[src/rtl/pc_seq_pkg.sv]
// rtl/pc_seq_pkg.sv - shared types, widths and op-priority decode for the PC sequencer
package pc_seq_pkg;

  localparam int PC_W  = 10;
  localparam int OFF_W = 8;

  typedef enum logic [1:0] {
    ST_RST,
    ST_RUN,
    ST_STALL,
    ST_HALTED
  } state_e;

  typedef enum logic [2:0] {
    OP_NONE,
    OP_LOAD,
    OP_BRANCH,
    OP_JUMP,
    OP_HALT
  } op_e;

  // Highest-priority op class wins; lower op bits are ignored.
  function automatic op_e decode_op(input logic h, input logic j, input logic b, input logic l);
    if (h)      return OP_HALT;
    else if (j) return OP_JUMP;
    else if (b) return OP_BRANCH;
    else if (l) return OP_LOAD;
    else        return OP_NONE;
  endfunction

  function automatic logic [PC_W-1:0] branch_target(input logic [PC_W-1:0] pc,
                                                    input logic [OFF_W-1:0] off);
    return pc + {{(PC_W-OFF_W){off[OFF_W-1]}}, off};
  endfunction

endpackage

[src/rtl/pc_sequencer_if.sv]
// rtl/pc_sequencer_if.sv - decode/memory inputs and PC control outputs of the sequencer
interface pc_sequencer_if
  import pc_seq_pkg::*;
#(
  parameter int RETIRE_W = 16
) ();

  logic                instr_valid;
  logic                op_halt;
  logic                op_jump;
  logic                op_branch;
  logic                op_load;
  logic                zero_flag;
  logic [PC_W-1:0]     jmp_addr;
  logic [OFF_W-1:0]    br_offset;
  logic [PC_W-1:0]     pc;
  logic                mem_ack;

  logic                pc_init;
  logic                jump_en;
  logic                branch_en;
  logic                halt;
  logic [PC_W-1:0]     target;
  logic                mem_req;
  logic [RETIRE_W-1:0] retired;
  logic                seq_err;

  modport master (
    output instr_valid, op_halt, op_jump, op_branch, op_load, zero_flag,
           jmp_addr, br_offset, pc, mem_ack,
    input  pc_init, jump_en, branch_en, halt, target, mem_req, retired, seq_err
  );

  modport slave (
    input  instr_valid, op_halt, op_jump, op_branch, op_load, zero_flag,
           jmp_addr, br_offset, pc, mem_ack,
    output pc_init, jump_en, branch_en, halt, target, mem_req, retired, seq_err
  );

endinterface

[src/rtl/sat_counter.sv]
// rtl/sat_counter.sv - saturating up-counter with synchronous clear
module sat_counter #(
  parameter int W = 16
) (
  input  logic         clk,
  input  logic         clr,
  input  logic         inc,
  output logic [W-1:0] q
);

  always_ff @(posedge clk) begin
    if (clr)
      q <= '0;
    else if (inc && !(&q))
      q <= q + 1'b1;
  end

endmodule

[src/rtl/pc_sequencer.sv]
// rtl/pc_sequencer.sv - PC control FSM (RST/RUN/STALL/HALTED) with retire counter
// Optional stall timeout and sticky seq_err enabled by defining PC_SEQ_TIMEOUT_EN.
module pc_sequencer
  import pc_seq_pkg::*;
#(
  parameter int STALL_TIMEOUT = 16,
  parameter int RETIRE_W      = 16
) (
  input  logic         CLK,
  input  logic         init_n,
  pc_sequencer_if.slave bus
);

  state_e          state;
  state_e          state_nxt;
  op_e             op;
  logic            retire;
  logic            stall_to;
  logic            pc_init_c;
  logic            jump_en_c;
  logic            branch_en_c;
  logic            halt_c;
  logic            mem_req_c;
  logic [PC_W-1:0] target_c;

  assign op = decode_op(bus.op_halt, bus.op_jump, bus.op_branch, bus.op_load);

  always_ff @(posedge CLK) begin
    if (!init_n)
      state <= ST_RST;
    else
      state <= state_nxt;
  end

`ifdef PC_SEQ_TIMEOUT_EN
  localparam int CNT_W = $clog2(STALL_TIMEOUT + 1);

  logic [CNT_W-1:0] stall_cnt;
  logic             seq_err_q;

  assign stall_to = (state == ST_STALL) && !bus.mem_ack &&
                    (stall_cnt == CNT_W'(STALL_TIMEOUT - 1));

  always_ff @(posedge CLK) begin
    if (!init_n) begin
      stall_cnt <= '0;
      seq_err_q <= 1'b0;
    end else if (state == ST_STALL && !bus.mem_ack) begin
      stall_cnt <= stall_to ? '0 : stall_cnt + 1'b1;
      if (stall_to)
        seq_err_q <= 1'b1;
    end else begin
      stall_cnt <= '0;
    end
  end

  assign bus.seq_err = seq_err_q;
`else
  assign stall_to    = 1'b0;
  assign bus.seq_err = 1'b0;
`endif

  always_comb begin
    state_nxt = state;
    case (state)
      ST_RST:   state_nxt = ST_RUN;
      ST_RUN: begin
        if (bus.instr_valid && op == OP_HALT)      state_nxt = ST_HALTED;
        else if (bus.instr_valid && op == OP_LOAD) state_nxt = ST_STALL;
      end
      ST_STALL: begin
        if (bus.mem_ack)   state_nxt = ST_RUN;
        else if (stall_to) state_nxt = ST_HALTED;
      end
      ST_HALTED: state_nxt = ST_HALTED;
      default:   state_nxt = ST_RST;
    endcase
  end

  // target stays 0 unless a strobe is raised in the same branch of logic.
  always_comb begin
    pc_init_c   = 1'b0;
    jump_en_c   = 1'b0;
    branch_en_c = 1'b0;
    halt_c      = 1'b0;
    mem_req_c   = 1'b0;
    target_c    = '0;
    retire      = 1'b0;
    case (state)
      ST_RST: begin
        pc_init_c = 1'b1;
        halt_c    = 1'b1;
      end
      ST_RUN: begin
        if (!bus.instr_valid) begin
          halt_c = 1'b1;
        end else begin
          case (op)
            OP_HALT: begin
              halt_c = 1'b1;
              retire = 1'b1;
            end
            OP_JUMP: begin
              jump_en_c = 1'b1;
              target_c  = bus.jmp_addr;
              retire    = 1'b1;
            end
            OP_BRANCH: begin
              if (bus.zero_flag) begin
                branch_en_c = 1'b1;
                target_c    = branch_target(bus.pc, bus.br_offset);
              end
              retire = 1'b1;
            end
            OP_LOAD: begin
              mem_req_c = 1'b1;
              halt_c    = 1'b1;
            end
            default: retire = 1'b1;
          endcase
        end
      end
      ST_STALL: begin
        mem_req_c = 1'b1;
        halt_c    = !bus.mem_ack;
        retire    = bus.mem_ack;
      end
      ST_HALTED: halt_c = 1'b1;
      default: begin
        pc_init_c = 1'b1;
        halt_c    = 1'b1;
      end
    endcase
  end

  assign bus.pc_init   = pc_init_c;
  assign bus.jump_en   = jump_en_c;
  assign bus.branch_en = branch_en_c;
  assign bus.halt      = halt_c;
  assign bus.mem_req   = mem_req_c;
  assign bus.target    = target_c;

  sat_counter #(.W(RETIRE_W)) u_retired (
    .clk (CLK),
    .clr (!init_n),
    .inc (retire),
    .q   (bus.retired)
  );

endmodule

[src/flat_wrapper.sv]
// flat-port wrapper written by rule: the top's interface ports become plain ports
module pc_sequencer_flat import pc_seq_pkg::*;
#(
  parameter int STALL_TIMEOUT = 16,
  parameter int RETIRE_W      = 16
)
  (CLK, init_n, bus_instr_valid, bus_op_halt, bus_op_jump, bus_op_branch, bus_op_load, bus_zero_flag, bus_jmp_addr, bus_br_offset, bus_pc, bus_mem_ack, bus_pc_init, bus_jump_en, bus_branch_en, bus_halt, bus_target, bus_mem_req, bus_retired, bus_seq_err);
  pc_sequencer_if #(.RETIRE_W(RETIRE_W)) bus_i ();
  input  logic CLK;
  input  logic init_n;
  input wire logic [$bits(bus_i.instr_valid)-1:0] bus_instr_valid;
  input wire logic [$bits(bus_i.op_halt)-1:0] bus_op_halt;
  input wire logic [$bits(bus_i.op_jump)-1:0] bus_op_jump;
  input wire logic [$bits(bus_i.op_branch)-1:0] bus_op_branch;
  input wire logic [$bits(bus_i.op_load)-1:0] bus_op_load;
  input wire logic [$bits(bus_i.zero_flag)-1:0] bus_zero_flag;
  input wire logic [$bits(bus_i.jmp_addr)-1:0] bus_jmp_addr;
  input wire logic [$bits(bus_i.br_offset)-1:0] bus_br_offset;
  input wire logic [$bits(bus_i.pc)-1:0] bus_pc;
  input wire logic [$bits(bus_i.mem_ack)-1:0] bus_mem_ack;
  output wire logic [$bits(bus_i.pc_init)-1:0] bus_pc_init;
  output wire logic [$bits(bus_i.jump_en)-1:0] bus_jump_en;
  output wire logic [$bits(bus_i.branch_en)-1:0] bus_branch_en;
  output wire logic [$bits(bus_i.halt)-1:0] bus_halt;
  output wire logic [$bits(bus_i.target)-1:0] bus_target;
  output wire logic [$bits(bus_i.mem_req)-1:0] bus_mem_req;
  output wire logic [$bits(bus_i.retired)-1:0] bus_retired;
  output wire logic [$bits(bus_i.seq_err)-1:0] bus_seq_err;
  assign bus_i.instr_valid = bus_instr_valid;
  assign bus_i.op_halt = bus_op_halt;
  assign bus_i.op_jump = bus_op_jump;
  assign bus_i.op_branch = bus_op_branch;
  assign bus_i.op_load = bus_op_load;
  assign bus_i.zero_flag = bus_zero_flag;
  assign bus_i.jmp_addr = bus_jmp_addr;
  assign bus_i.br_offset = bus_br_offset;
  assign bus_i.pc = bus_pc;
  assign bus_i.mem_ack = bus_mem_ack;
  assign bus_pc_init = bus_i.pc_init;
  assign bus_jump_en = bus_i.jump_en;
  assign bus_branch_en = bus_i.branch_en;
  assign bus_halt = bus_i.halt;
  assign bus_target = bus_i.target;
  assign bus_mem_req = bus_i.mem_req;
  assign bus_retired = bus_i.retired;
  assign bus_seq_err = bus_i.seq_err;
  pc_sequencer #(.STALL_TIMEOUT(STALL_TIMEOUT), .RETIRE_W(RETIRE_W)) u_core (.CLK(CLK), .init_n(init_n), .bus(bus_i));
endmodule
[config.mk]
export PLATFORM = sky130hd
export DESIGN_NAME = pc_sequencer_flat
export DESIGN_NICKNAME = d
export VERILOG_FILES = /design/src/rtl/pc_seq_pkg.sv /design/src/rtl/pc_sequencer_if.sv /design/src/rtl/sat_counter.sv /design/src/rtl/pc_sequencer.sv /design/src/flat_wrapper.sv
export SDC_FILE = /design/constraint.sdc
export NUM_CORES = 1
export LEC_CHECK = 0
export BUFFER_PORTS_ARGS = -buffer_cell sky130_fd_sc_hd__buf_4
export CORE_ASPECT_RATIO = 1.5
export CORE_MARGIN = 2
export CORE_UTILIZATION = 52
export CTS_CLUSTER_DIAMETER = 80
export CTS_CLUSTER_SIZE = 24
export DETAILED_ROUTE_END_ITERATION = 10
export GPL_TIMING_DRIVEN = 0
export MAX_ROUTING_LAYER = met4
export PLACE_DENSITY = 0.83
export SETUP_SLACK_MARGIN = 0.02
export SYNTH_ARGS = -nofsm -noshare
export SYNTH_HDL_FRONTEND = slang
export SYNTH_HIERARCHICAL = 1
export SYNTH_SLANG_ARGS = --single-unit
export TNS_END_PERCENT = 20
[constraint.sdc]
create_clock -name CLK -period 4.97 [get_ports CLK]
set_input_delay 0.994 -clock CLK [delete_from_list [all_inputs] [get_ports CLK]]
set_output_delay 0.994 -clock CLK [all_outputs]
set_load 0.005 [all_outputs]
# Word-level counts from Yosys, hierarchy flattened
# Cells that the tools add are included.
[totals]
register_bits = 18
inputBits = 37
mem_bits_ro = 0
mem_bits_rw = 0
n_memories = 0
out_inout_bits = 32
wordCells = 52
latchBits = 0
[op_classes]
n_mul = 0
eq_ne = 9
n_shift = 0
n_lt_le_gt_ge = 0
bitwise_logic = 0
reduce_logical = 10
mux = 29
n_div = 0
addsub = 2
[ops]
columns = ["cell", "count"]
rows = [
  ["two-way mux 10 bit", 3],
  ["case mux 10 bit (2 select lines)", 1],
  ["adder 16 x 1 -> 16 bit (second input constant)", 1],
  ["AND reduction 16 bit", 1],
  ["two-way mux 1 bit", 15],
  ["adder 10 bit", 1],
  ["two-way mux 3 bit", 3],
  ["case mux 2 bit (4 select lines)", 1],
  ["== test 3 x 2 -> 1 bit (second input constant)", 2],
  ["two-way mux 2 bit", 3],
  ["== test 2 bit (second input constant)", 2],
  ["case mux 1 bit (2 select lines)", 2],
  ["OR reduction 2 bit", 2],
  ["== test 3 x 1 -> 1 bit (second input constant)", 1],
  ["== test 3 bit (second input constant)", 1],
  ["logical AND 1 bit", 3],
  ["inequality test 3 x 1 -> 1 bit (second input constant)", 1],
  ["case mux 1 bit (3 select lines)", 1],
  ["== test 2 x 1 -> 1 bit (second input constant)", 1],
  ["zero test 1 bit", 2],
  ["zero test 2 bit", 1],
  ["inequality test 2 bit (second input constant)", 1],
  ["AND reduction 2 bit", 1],
]

# Depth between registers and ports, before layout
[depth]
ltp_word = 9
ltp_mapped = 11
ltp_nobuf = 10

# Hierarchy
# Netlist, hierarchy kept.
[modules_own_cells]
columns = ["mod", "cells_each", "instances", "area_each_um2", "seq_area_each_um2"]
rows = [
  ["sat_counter", 96, 1, 833.3, 320.3],
  ["pc_sequencer", 114, 1, 797.0, 40.0],
]

# Worst setup path before layout
# Ideal clock, no wire load.
[synth_timing]
kind = "input to output"
from = "in bus_br_offset[0]"
to = "out bus_target[8]"
path_buffers = 0
stages = 8
slack_ns = 1.533
arrival_ns = 2.443
required_ns = 3.976
cell_sequence = "ha_1 -> inv_1 -> fa_1 -> nand2b_1 -> a21oi_1 -> o22ai_1 -> xnor2_1 -> a22o_1"
[synth_via]
elab_chain_cells = 5
[synth_rtl]
columns = ["element", "line", "source"]
rows = [
  ["start: declaration", "flat_wrapper.sv:18", "input wire logic [$bits(bus_i.br_offset)-1:0] bus_br_offset;"],
  ["adder 10 bit", "pc_seq_pkg.sv:33", "return pc + {{(PC_W-OFF_W){off[OFF_W-1]}}, off};"],
  ["two-way mux 10 bit", "pc_sequencer.sv:109", "if (bus.zero_flag) begin"],
  ["case mux 10 bit (2 select lines)", "pc_sequencer.sv:98", "case (op)"],
  ["two-way mux 10 bit", "pc_sequencer.sv:95", "if (!bus.instr_valid) begin"],
  ["two-way mux 10 bit", "pc_sequencer.sv:89", "case (state)"],
  ["end: declaration", "flat_wrapper.sv:25", "output wire logic [$bits(bus_i.target)-1:0] bus_target;"],
]
# No other way between the ends.

# Worst setup path in the final report
# Ends and elaborated chain as after synthesis.

==> results by group <==
Drt
  – Total number of vias: 1810
  – DR pass1 iterations: 4
  – DRC errors left: 0
  – Vias per cell: roughly 5.7
  – Detailed Route WL: ~4200 um
  – DRT antenna net count: 0
  – Routed wire per std cell: around 13 um
  – Drt first-iter violations: 31

Critical path
  – CP max stage cell: fa_1
  – Crit Path Class: primary input to output port
  – WP data required: approximately 4.0 ns
  – Crit-path leading delay family: compound AO/OA/AOI/OAI gates
  – CP Depth: 10
  – Bufs and invs on worst path: 3
  – CP max FO: 3
  – Crit-path most repeated cell: buf_4
  – Max stage delay on crit path: around 0.40 ns
  – Worst r2r path cells: 11
  – Crit path DAT: 2.91 ns
  – Crit start category: primary input
  – CP cell instances: buf_4 > ha_1 > inv_1 > fa_1 > nand2b_1 > a21oi_1 > o22ai_1 > xnor2_1 > a22o_1 > buf_4
  – Crit end category: output port

Final layout
  – Non-Filler Instances: 320
  – Area Growth Syn to Fin: 37.2%
  – Post-layout util: between 70% and 80%
  – ANT cells: 0
  – Ratio of cells with drive above 1 in the final layout: a little under a third
  – Final-stage net count: 334

Logic synthesis
  – Sequential fraction of the synthesis area: 22.1%
  – Top cells by count, synth: nor2_1 (32), dfxtp_1 (18), a21oi_1 (14), ha_1 (14), nand2_1 (12)
  – Post-Synthesis Cells: 210
  – Synth unique cells: 57
  – Synthesized Nets: between 200 and 300
  – Synthesis Warnings: 6
  – Synthesized flop and latch total: 18
  – Async set or reset register ratio after synthesis: 0%
  – Number of synthesized flops with an enable pin: 0
  – Dominant cells by area after synthesis: dfxtp_1 (22%), ha_1 (11%), nor2_1 (7.4%)
  – Synth Flop Type: dfxtp_1
  – Count leader, synth: nor2_1
  – Syn_area_per_cell: approximately 7.8 um^2
  – Post-synthesis cell area: about 0.0016 mm^2
  – Yosys top cell area share: between 20 and 25%
  – Yosys top cell by area: dfxtp_1

Run
  – Max Cap Viol: 0

CTS
  – Clk pin slew, worst setup/hold paths: about 0.07 ns
  – # clock sinks: 18
  – TritonCTS Buffers: 3
  – Clk_lat worst skew: around 0.25 ns
  – Resized Gates After CTS: 0
  – Setup Fix Bufs, Post-CTS: 0
  – H-tree Lvls: 1
  – Clk root buf: clkbuf_8
  – CTS tree: done
  – Maximum clock path buffer count: 2
  – # hold bufs at CTS: 0

Timing
  – Final slew viol count: 0
  – Slew margin rel.: 43.1%
  – FMAX: between 200 and 300 MHz
  – Final count of hold timing violations: 0
  – Final setup viols: 0
  – Worst-margin pin slew: approximately 0.85 ns
  – Final min period: a little under 4 ns
  – RSZ-0062 raised after global routing: no
  – Fin crit share: between 70% and 80%
  – Clock Skew: roughly 0.0062 ns
  – Setup TNS: 0 ns

Global route
  – Total GRT Usage: 25.5%
  – GR Overflow Total: 0
  – Global-route wire length before repair: slightly above 7000 um
  – Antenna violations before repair: 0
  – Largest net degree at the start of global routing: 11
  – Vias in the first global route: 1728

Floorplan
  – IO Pins: 69
  – Starting Density: between 50% and 60%
  – Die height: slightly above 70 um
  – Core box area: about 0.003 mm^2
  – Die area: between 0.003 and 0.004 mm^2
  – Die width: between 40 and 50 um
  – Row cnt: 24

Placed design
  – HPWL after DPL: approximately 3400 um
  – RePlAce Congestion: 0.788
  – Placed cells: between 300 and 400
  – Port bufs: 67

Power
  – Leak Pwr: 0.971 nW
  – PD cells: 193 mW/mm^2
  – Maximum vdd ir drop: roughly 130 uV

Status
  – Status: complete, no violations

Worst hold path
  – Hold/Removal Path Class: flip-flop to flip-flop
  – Hold-critical path depth: 1
## registers in the layout (all words and copies together), names as in the netlist
register            count
u_core/u_retired/q     16
u_core/state            2
## worst paths after layout
path / start / to / slack, ns
worst max register to register: u_core/state[1] / u_core/u_retired/q[15] / 2.33
worst max-delay path: bus_br_offset[0] / bus_target[8] / 1.06
worst min register to register: u_core/u_retired/q[11] / u_core/u_retired/q[11] / 0.53
worst min-delay path: u_core/u_retired/q[11] / u_core/u_retired/q[11] / 0.53
## per-stage QoR
stage / hold WS [ns] / worst slack [ns] / total power [mW] / instance area, um^2
after floorplan: 0.498 / 1.53 / 0.255 / 1630
after global placement: 0.504 / 1.10 / 0.315 / 2180
after detailed placement: 0.506 / 1.09 / 0.317 / 2180
after CTS: 0.516 / 1.09 / 0.435 / 2240
after global routing: 0.533 / 0.971 / 0.463 / 2240
final: 0.529 / 1.06 / 0.433 / 2240
## cell families (layout without fill, tap and decap cells)
kind of cell / after synthesis / after routing / synth area share, %
simple gates: 92 / 92 / 30.1
fa+ha+maj: 15 / 15 / 12.0
mux: 4 / 4 / 2.61
buf+inv: 16 / 87 / 4.76
xor+xnor: 8 / 8 / 4.30
flops: 18 / 18 / 22.1
other cells: 1 / 1 / 0.230
compound gates: 56 / 56 / 23.9
## per-layer routing
layer	global-route usage, %	wire (um)	up-vias
met4	8.02	37	0
li1	-	-	920
met2	49.3	2340	60
met1	26.1	1620	828
met5	-	0	-
met3	2.87	235	2
## cells in the final DEF (no fill, tap or decap), types with 2 or more instances in the layout
master | Yosys | layout
and4_1 | 3 | 3
nor2b_1 | 5 | 5
o22ai_1 | 2 | 2
dfxtp_1 | 18 | 18
or4_1 | 3 | 3
nor2_1 | 32 | 32
a21boi_0 | 2 | 2
nand2b_1 | 2 | 2
o21bai_1 | 2 | 2
nor3_1 | 7 | 7
o21ai_0 | 8 | 8
inv_1 | 11 | 11
xnor2_1 | 6 | 6
nand4_1 | 5 | 5
ha_1 | 14 | 14
mux2_2 | 2 | 2
nand3_1 | 8 | 8
nor4_1 | 3 | 3
clkbuf_8 | 0 | 4
a22o_1 | 4 | 4
or3_1 | 3 | 3
a31oi_1 | 2 | 2
a21oi_1 | 14 | 14
buf_4 | 2 | 69
mux2i_1 | 2 | 2
nand2_1 | 12 | 12
xor2_1 | 2 | 2
a211oi_1 | 3 | 3
o31ai_1 | 4 | 4
## final cells by class
class                   instances  area (um^2)
multi-input cells             176         1190
repair buffers                 67          503
well taps                      39         48.8
fillers                       248          706
inverters                      11         41.3
clock buffers                   4         55.1
flip-flops and latches         18          360
plain buffers                   5         36.3
## worst register-to-register path, cell delays in order, from the launching register on
cell	delay (ns)
dfxtp_1	0.35
inv_1	0.09
ha_1	0.26
nand2_1	0.10
nor2_1	0.09
a21oi_1	0.05
nor2_1	0.36
nand2_1	0.08
or3_1	0.30
clkbuf_2	0.16
nor4_1	0.33
mux2_2	0.37
## power by group
group	switching (mW)	total [mW]	internal (mW)	leakage, nW
combinational	0.0773	0.158	0.0808	0.797
sequential	0.00678	0.157	0.150	0.146
clock	0.0476	0.118	0.0703	0.0288
total	0.132	0.433	0.301	0.971
Note: power is estimated with default switching activity, not from simulation.
